===== config.mk =====
export PLATFORM = sky130hd
export DESIGN_NAME = inv_subbytes_seq_flat
export DESIGN_NICKNAME = d
export VERILOG_FILES = /design/src/rtl/aes_pkg.sv /design/src/rtl/inv_subbytes_seq_if.sv /design/src/rtl/inv_sbox.sv /design/src/rtl/inv_subbytes_seq.sv /design/src/flat_wrapper.sv
export SDC_FILE = /design/constraint.sdc
export NUM_CORES = 2
export LEC_CHECK = 0
export ABC_CLOCK_PERIOD_IN_PS = 52700
export BUFFER_PORTS_ARGS = -buffer_cell sky130_fd_sc_hd__buf_2
export CAP_MARGIN = 10
export CORE_MARGIN = 4
export CORE_UTILIZATION = 56
export DETAILED_ROUTE_END_ITERATION = 16
export HOLD_SLACK_MARGIN = 0.06
export MAX_ROUTING_LAYER = met4
export PLACE_DENSITY = 0.7
export SYNTH_ARGS = -nofsm -noshare
export SYNTH_HDL_FRONTEND = slang
export SYNTH_SLANG_ARGS = --single-unit

===== constraint.sdc =====
create_clock -name clk -period 52.7 [get_ports clk]
set_clock_uncertainty 0.2 [all_clocks]
set_input_delay 7.905 -clock clk [delete_from_list [all_inputs] [get_ports clk]]
set_output_delay 7.905 -clock clk [all_outputs]
set_load 0.1 [all_outputs]

===== src/rtl/aes_pkg.sv =====
// Shared AES definitions for the InvSubBytes engine: state geometry, FSM
// states and the InvShiftRows destination map.
package aes_pkg;
  localparam int AES_STATE_W = 128;
  localparam int AES_BYTES   = 16;

  typedef logic [7:0] state_t [0:AES_BYTES-1];

  typedef enum logic [1:0] {IDLE, RUN, DONE} fsm_e;

  // Row r of the state rotates right by r columns.
  function automatic int inv_shift_idx(int i);
    int r, c;
    r = i % 4;
    c = i / 4;
    return r + 4 * ((c + r) % 4);
  endfunction
endpackage


===== src/rtl/inv_subbytes_seq_if.sv =====
// Valid/ready bundle between the InvMixColumns stage, the InvSubBytes engine
// and the round register. The engine takes the slave side.
interface inv_subbytes_seq_if;
  import aes_pkg::*;

  logic                   in_valid;
  logic                   in_ready;
  logic [AES_STATE_W-1:0] in_data;
  logic                   out_valid;
  logic                   out_ready;
  logic [AES_STATE_W-1:0] out_data;
  logic                   busy;

  modport master (
    output in_valid, in_data, out_ready,
    input  in_ready, out_valid, out_data, busy
  );

  modport slave (
    input  in_valid, in_data, out_ready,
    output in_ready, out_valid, out_data, busy
  );
endinterface


===== src/rtl/inv_sbox.sv =====
// Combinational AES inverse S-box: inverse affine map, then the GF(2^8)
// multiplicative inverse computed as x^254 (0 maps to 0).
module inv_sbox (
  input  logic [7:0] i_byte,
  output logic [7:0] o_byte
);
  function automatic logic [7:0] gf_mul(logic [7:0] a, logic [7:0] b);
    logic [7:0] p, x;
    p = '0;
    x = a;
    for (int k = 0; k < 8; k++) begin
      if (b[k]) p = p ^ x;
      x = {x[6:0], 1'b0} ^ (x[7] ? 8'h1b : 8'h00);
    end
    return p;
  endfunction

  logic [7:0] w_aff;

  // rotl1 ^ rotl3 ^ rotl6 ^ 0x05 undoes the forward affine transform
  assign w_aff = {i_byte[6:0], i_byte[7]} ^ {i_byte[4:0], i_byte[7:5]} ^
                 {i_byte[1:0], i_byte[7:2]} ^ 8'h05;

  always_comb begin
    logic [7:0] v_pow, v_acc;
    v_pow = w_aff;
    v_acc = 8'h01;
    for (int k = 1; k < 8; k++) begin
      v_pow = gf_mul(v_pow, v_pow);
      v_acc = gf_mul(v_acc, v_pow);
    end
    o_byte = v_acc;
  end
endmodule


===== src/rtl/inv_subbytes_seq.sv =====
// Time-multiplexed InvSubBytes: LANES shared inv_sbox instances walk the 16
// state bytes over 16/LANES cycles. INV_SUBBYTES_SHIFT_EN folds InvShiftRows into the result write.
module inv_subbytes_seq
  import aes_pkg::*;
#(
  parameter int LANES = 4
) (
  input  logic              clk,
  input  logic              rst_n,
  inv_subbytes_seq_if.slave bus
);
  localparam int N  = AES_BYTES / LANES;
  localparam int CW = (N > 1) ? $clog2(N) : 1;

  if (!(LANES == 1 || LANES == 2 || LANES == 4 || LANES == 8 || LANES == 16)) begin : g_bad_lanes
    $error("inv_subbytes_seq: LANES must be 1, 2, 4, 8 or 16");
  end

  fsm_e                  r_state, w_nxt;
  logic [CW-1:0]         r_grp;
  state_t                r_src, r_res;
  logic                  w_grp_last;
  logic [LANES-1:0][3:0] w_src_idx, w_dst_idx;
  logic [LANES-1:0][7:0] w_sb_in, w_sb_out;

  assign w_grp_last = (r_grp == CW'(N - 1));

  for (genvar l = 0; l < LANES; l++) begin : g_lane
    assign w_src_idx[l] = 4'(int'(r_grp) * LANES + l);
`ifdef INV_SUBBYTES_SHIFT_EN
    assign w_dst_idx[l] = 4'(inv_shift_idx(int'(w_src_idx[l])));
`else
    assign w_dst_idx[l] = w_src_idx[l];
`endif
    assign w_sb_in[l] = r_src[w_src_idx[l]];
    inv_sbox u_sbox (.i_byte(w_sb_in[l]), .o_byte(w_sb_out[l]));
  end

  always_comb begin
    w_nxt = r_state;
    case (r_state)
      IDLE:    if (bus.in_valid)  w_nxt = RUN;
      RUN:     if (w_grp_last)    w_nxt = DONE;
      DONE:    if (bus.out_ready) w_nxt = IDLE;
      default: w_nxt = IDLE;
    endcase
  end

  always_ff @(posedge clk) begin
    if (!rst_n) begin
      r_state <= IDLE;
      r_grp   <= '0;
      r_src   <= '{default: '0};
      r_res   <= '{default: '0};
    end else begin
      r_state <= w_nxt;
      if (r_state == IDLE && bus.in_valid) begin
        for (int i = 0; i < AES_BYTES; i++)
          r_src[i] <= bus.in_data[AES_STATE_W-1-8*i -: 8];
        r_grp <= '0;
      end
      if (r_state == RUN) begin
        r_grp <= w_grp_last ? '0 : r_grp + CW'(1);
        for (int l = 0; l < LANES; l++)
          r_res[w_dst_idx[l]] <= w_sb_out[l];
      end
    end
  end

  assign bus.in_ready  = (r_state == IDLE);
  assign bus.out_valid = (r_state == DONE);
  assign bus.busy      = (r_state == RUN);

  for (genvar i = 0; i < AES_BYTES; i++) begin : g_out
    assign bus.out_data[AES_STATE_W-1-8*i -: 8] = r_res[i];
  end
endmodule


===== src/flat_wrapper.sv =====
// flat-port wrapper written by rule: the top's interface ports become plain ports
module inv_subbytes_seq_flat import aes_pkg::*;
#(
  parameter int LANES = 4
)
  (clk, rst_n, bus_in_valid, bus_in_data, bus_out_ready, bus_in_ready, bus_out_valid, bus_out_data, bus_busy);
  inv_subbytes_seq_if bus_i ();
  input  logic clk;
  input  logic rst_n;
  input wire logic [$bits(bus_i.in_valid)-1:0] bus_in_valid;
  input wire logic [$bits(bus_i.in_data)-1:0] bus_in_data;
  input wire logic [$bits(bus_i.out_ready)-1:0] bus_out_ready;
  output wire logic [$bits(bus_i.in_ready)-1:0] bus_in_ready;
  output wire logic [$bits(bus_i.out_valid)-1:0] bus_out_valid;
  output wire logic [$bits(bus_i.out_data)-1:0] bus_out_data;
  output wire logic [$bits(bus_i.busy)-1:0] bus_busy;
  assign bus_i.in_valid = bus_in_valid;
  assign bus_i.in_data = bus_in_data;
  assign bus_i.out_ready = bus_out_ready;
  assign bus_in_ready = bus_i.in_ready;
  assign bus_out_valid = bus_i.out_valid;
  assign bus_out_data = bus_i.out_data;
  assign bus_busy = bus_i.busy;
  inv_subbytes_seq #(.LANES(LANES)) u_core (.clk(clk), .rst_n(rst_n), .bus(bus_i));
endmodule

==> summary.md <==
| Metric | Value |
|---|---|
| Skew-Pair Late Insertion Delay | 640 ps |
| Setup_tns | 0 ps |
| Clk sinks | 260 |
| Startpoint types | register |
| Area grow syn2layout | 5.39% |
| Vias per inst | 6.05 |
| Rows | 126 |
| DRC Markers | 0 |
| Achievable Freq | 49.3 MHz |
| Total gr overflow | 0 |
| Nets@finish | 8786 |
| Fillers | 10900 |
| Crit path max fanout | 28 |
| Critical path class | reg -> reg |
| Final Util | 0.598 |
| Die height | 355 microns |
| Die ar. | 0.126 sq mm |
| CP peak stage delay | 930 ps |
| Rel. slew slack | 0.143 |
| Inst Count DP | 10200 |
| Final GP Congestion | 0.986 |
| Clock tree buffer depth | 3 |
| TritonCTS clock tree | yes |
| Syn avg cell area | 7.72 sq um |
| DP HPWL | 148 mm |
| Layout cells sized above 1 | 0.115 |
| First-pass GRT wire length | 322 mm |
| Outcome | complete, no violations |
| Final setup vio count | 0 |
| Drt initial violations | 6349 |
| Crit end category | register |
| Seq/Total Area, Yosys | 0.0773 |
| Chip width | 355 microns |
| Slowest CP cell | xnor3_1 |
| Post-CTS setup buffer count | 0 |
| H-tree levels | 1 |
| Fin cells | 10300 |
| Post-route ant nets | 0 |
| CTS root buf | clkbuf_16 |
| Initial antenna violation count | 2 |
| Global Route Usage Sum | 0.317 |
| Final Hold Viols | 0 |
| Largest net degree at the start of global routing | 121 |
| Via count | 62100 |
| Num CTS Buffers | 30 |
| Worst path arrival time | 20620 ps |
| Cts hold-fix bufs | 0 |
| Flops & latches, synth | 260 |
| Max_cap viols | 0 |
| Clk slew on worst S/H paths | 70 ps |
| PostCTS Resize Cnt | 0 |
| Worst-Margin Slew | 1280 ps |
| Count of boundary I/O pins | 263 |
| Post-synth net total | 8879 |
| Async SR Flop Fraction | 0 |
| Max Slew Vio Count | 0 |
| Mapped cell area | 0.0673 sq mm |
| Post-synth EDFFs | 0 |
| Post-route clock period utilization | 0.385 |
| Netlist cell types | 124 |
| Syn Inst Count | 8724 |
| Per-cell routed wire length | 19.9 microns |
| Prevailing post-synth register cell | dfxtp_1 |
| Most used cell, CP | xnor2_1 |
| WL final | 204 mm |
| RSZ-0062 raised after global routing | false |
| Starting Density | 0.567 |
| Via count of the first global-routing pass | 57200 |
| Worst Path Required | 53040 ps |
| Minimum clock period | 20280 ps |
| Core ar. | 0.119 sq mm |
| Port Buf Inserts | 262 |
| Yosys warning count | 0 |
| Tightest Hold Check Type | reg -> reg |
| First-pass DRT Iterations | 6 |
worst paths after layout:
kind                            slack (ps)                      end  cells past startpoint                    from
worst min-delay path                   250   u_core.bus.out_data[2]                      2  u_core.bus.out_data[2]
worst max register to register       32420  u_core.bus.out_data[47]                     52         u_core.r_grp[1]
worst max-delay path                 32420  u_core.bus.out_data[47]                     52         u_core.r_grp[1]
worst min register to register         250   u_core.bus.out_data[2]                      2  u_core.bus.out_data[2]
cell usage after synthesis, types with 49 or more instances:
library cell,instances,area share
nand2_1,1278,0.071
mux2_2,50,0.0084
xnor2_1,1516,0.20
nor2_1,1107,0.062
nor3_1,163,0.012
xor2_1,396,0.052
a21boi_0,168,0.019
o211ai_1,64,0.0071
a22oi_1,69,0.0077
xnor2_2,117,0.028
nor2b_1,71,0.0066
o21ai_0,324,0.024
mux2i_1,226,0.034
dfxtp_1,260,0.077
a31oi_1,49,0.0046
xor3_1,51,0.018
xnor3_1,347,0.12
buf_1,51,0.0028
buf_2,137,0.010
clkbuf_1,351,0.020
and2_1,60,0.0056
nand3_1,167,0.012
o22ai_1,101,0.0094
xor2_2,49,0.012
nand2b_1,65,0.0060
a21oi_1,380,0.028
a211oi_1,62,0.0069
a21boi_1,104,0.012
inv_1,89,0.0050
placed cells by master, fill, tap and decap left out, types with 163 or more instances in the layout:
cell type,count
buf_4,211
dfxtp_1,258
nand3_1,167
nor2_1,1105
xnor2_1,1487
o21ai_0,323
xor2_1,386
nand2_1,1273
buf_2,261
xnor3_1,347
a21oi_1,380
mux2i_1,226
a21boi_0,168
nor3_1,163
per-layer routing:
| metal | share of wire | wire, microns | track usage | vias up |
|---|---|---|---|---|
| met4 | 0.024 | 4880 | 0.0679 | 0 |
| met3 | 0.082 | 16700 | 0.0401 | 323 |
| met1 | 0.44 | 90100 | 0.440 | 29600 |
| met2 | 0.45 | 92400 | 0.496 | 2638 |
| met5 | 0 | 0 | - | - |
| li1 | - | - | - | 29500 |
sequential cells by signal, indices dropped and copies added, names as in the netlist:
| register | count |
|---|---|
| u_core.r_src | 128 |
| u_core.r_state | 2 |
| u_core.bus.out_data | 128 |
| u_core.r_grp | 2 |
critical path: cells and delay by family, from the launching register on:
kind	cells	cell delay, ps
adders and majority gates	2	1020
DFF	1	540
and+or+nand+nor	7	1340
buffers and inverters	6	2290
AOI/OAI and AO/OA	7	1940
muxes	3	1300
xor gates and xnor gates	27	11450
cell type report:
| type | count | area [sq um] | share of cell area |
|---|---|---|---|
| inverter | 103 | 387 | 0.00545 |
| multi-input combinational | 7763 | 59400 | 0.837 |
| clock inverter | 16 | 210 | 0.00296 |
| clock buffer | 40 | 858 | 0.0121 |
| sequential | 260 | 5210 | 0.0734 |
| tap | 1600 | 2000 | 0.0282 |
| timing repair buffer | 473 | 2900 | 0.0409 |
| antenna | 1 | 2.50 | 0.0000353 |
cells by family after synthesis:
logic type / count (synthesis) / synth area share
compound gates: 1725 / 0.170
fa+ha+maj: 30 / 0.00534
simple gates: 3150 / 0.200
buf+inv: 701 / 0.0459
mux: 327 / 0.0578
xor+xnor: 2531 / 0.444
flops: 260 / 0.0773
per-stage QoR:
step / worst slack (ps) / hold slack (ps) / instance area (sq um)
2_1_floorplan: 35950 / 239 / 67300
3_3_place_gp: 32710 / 238 / 69900
3_5_place_dp: 32510 / 245 / 69900
4_1_cts: 32470 / 254 / 70900
5_1_grt: 31080 / 276 / 70900
6_report: 32420 / 254 / 70900
Power is left out: the tool's default activity adds up to more than one toggle a clock period on the data nets, which glitch-free logic cannot reach.
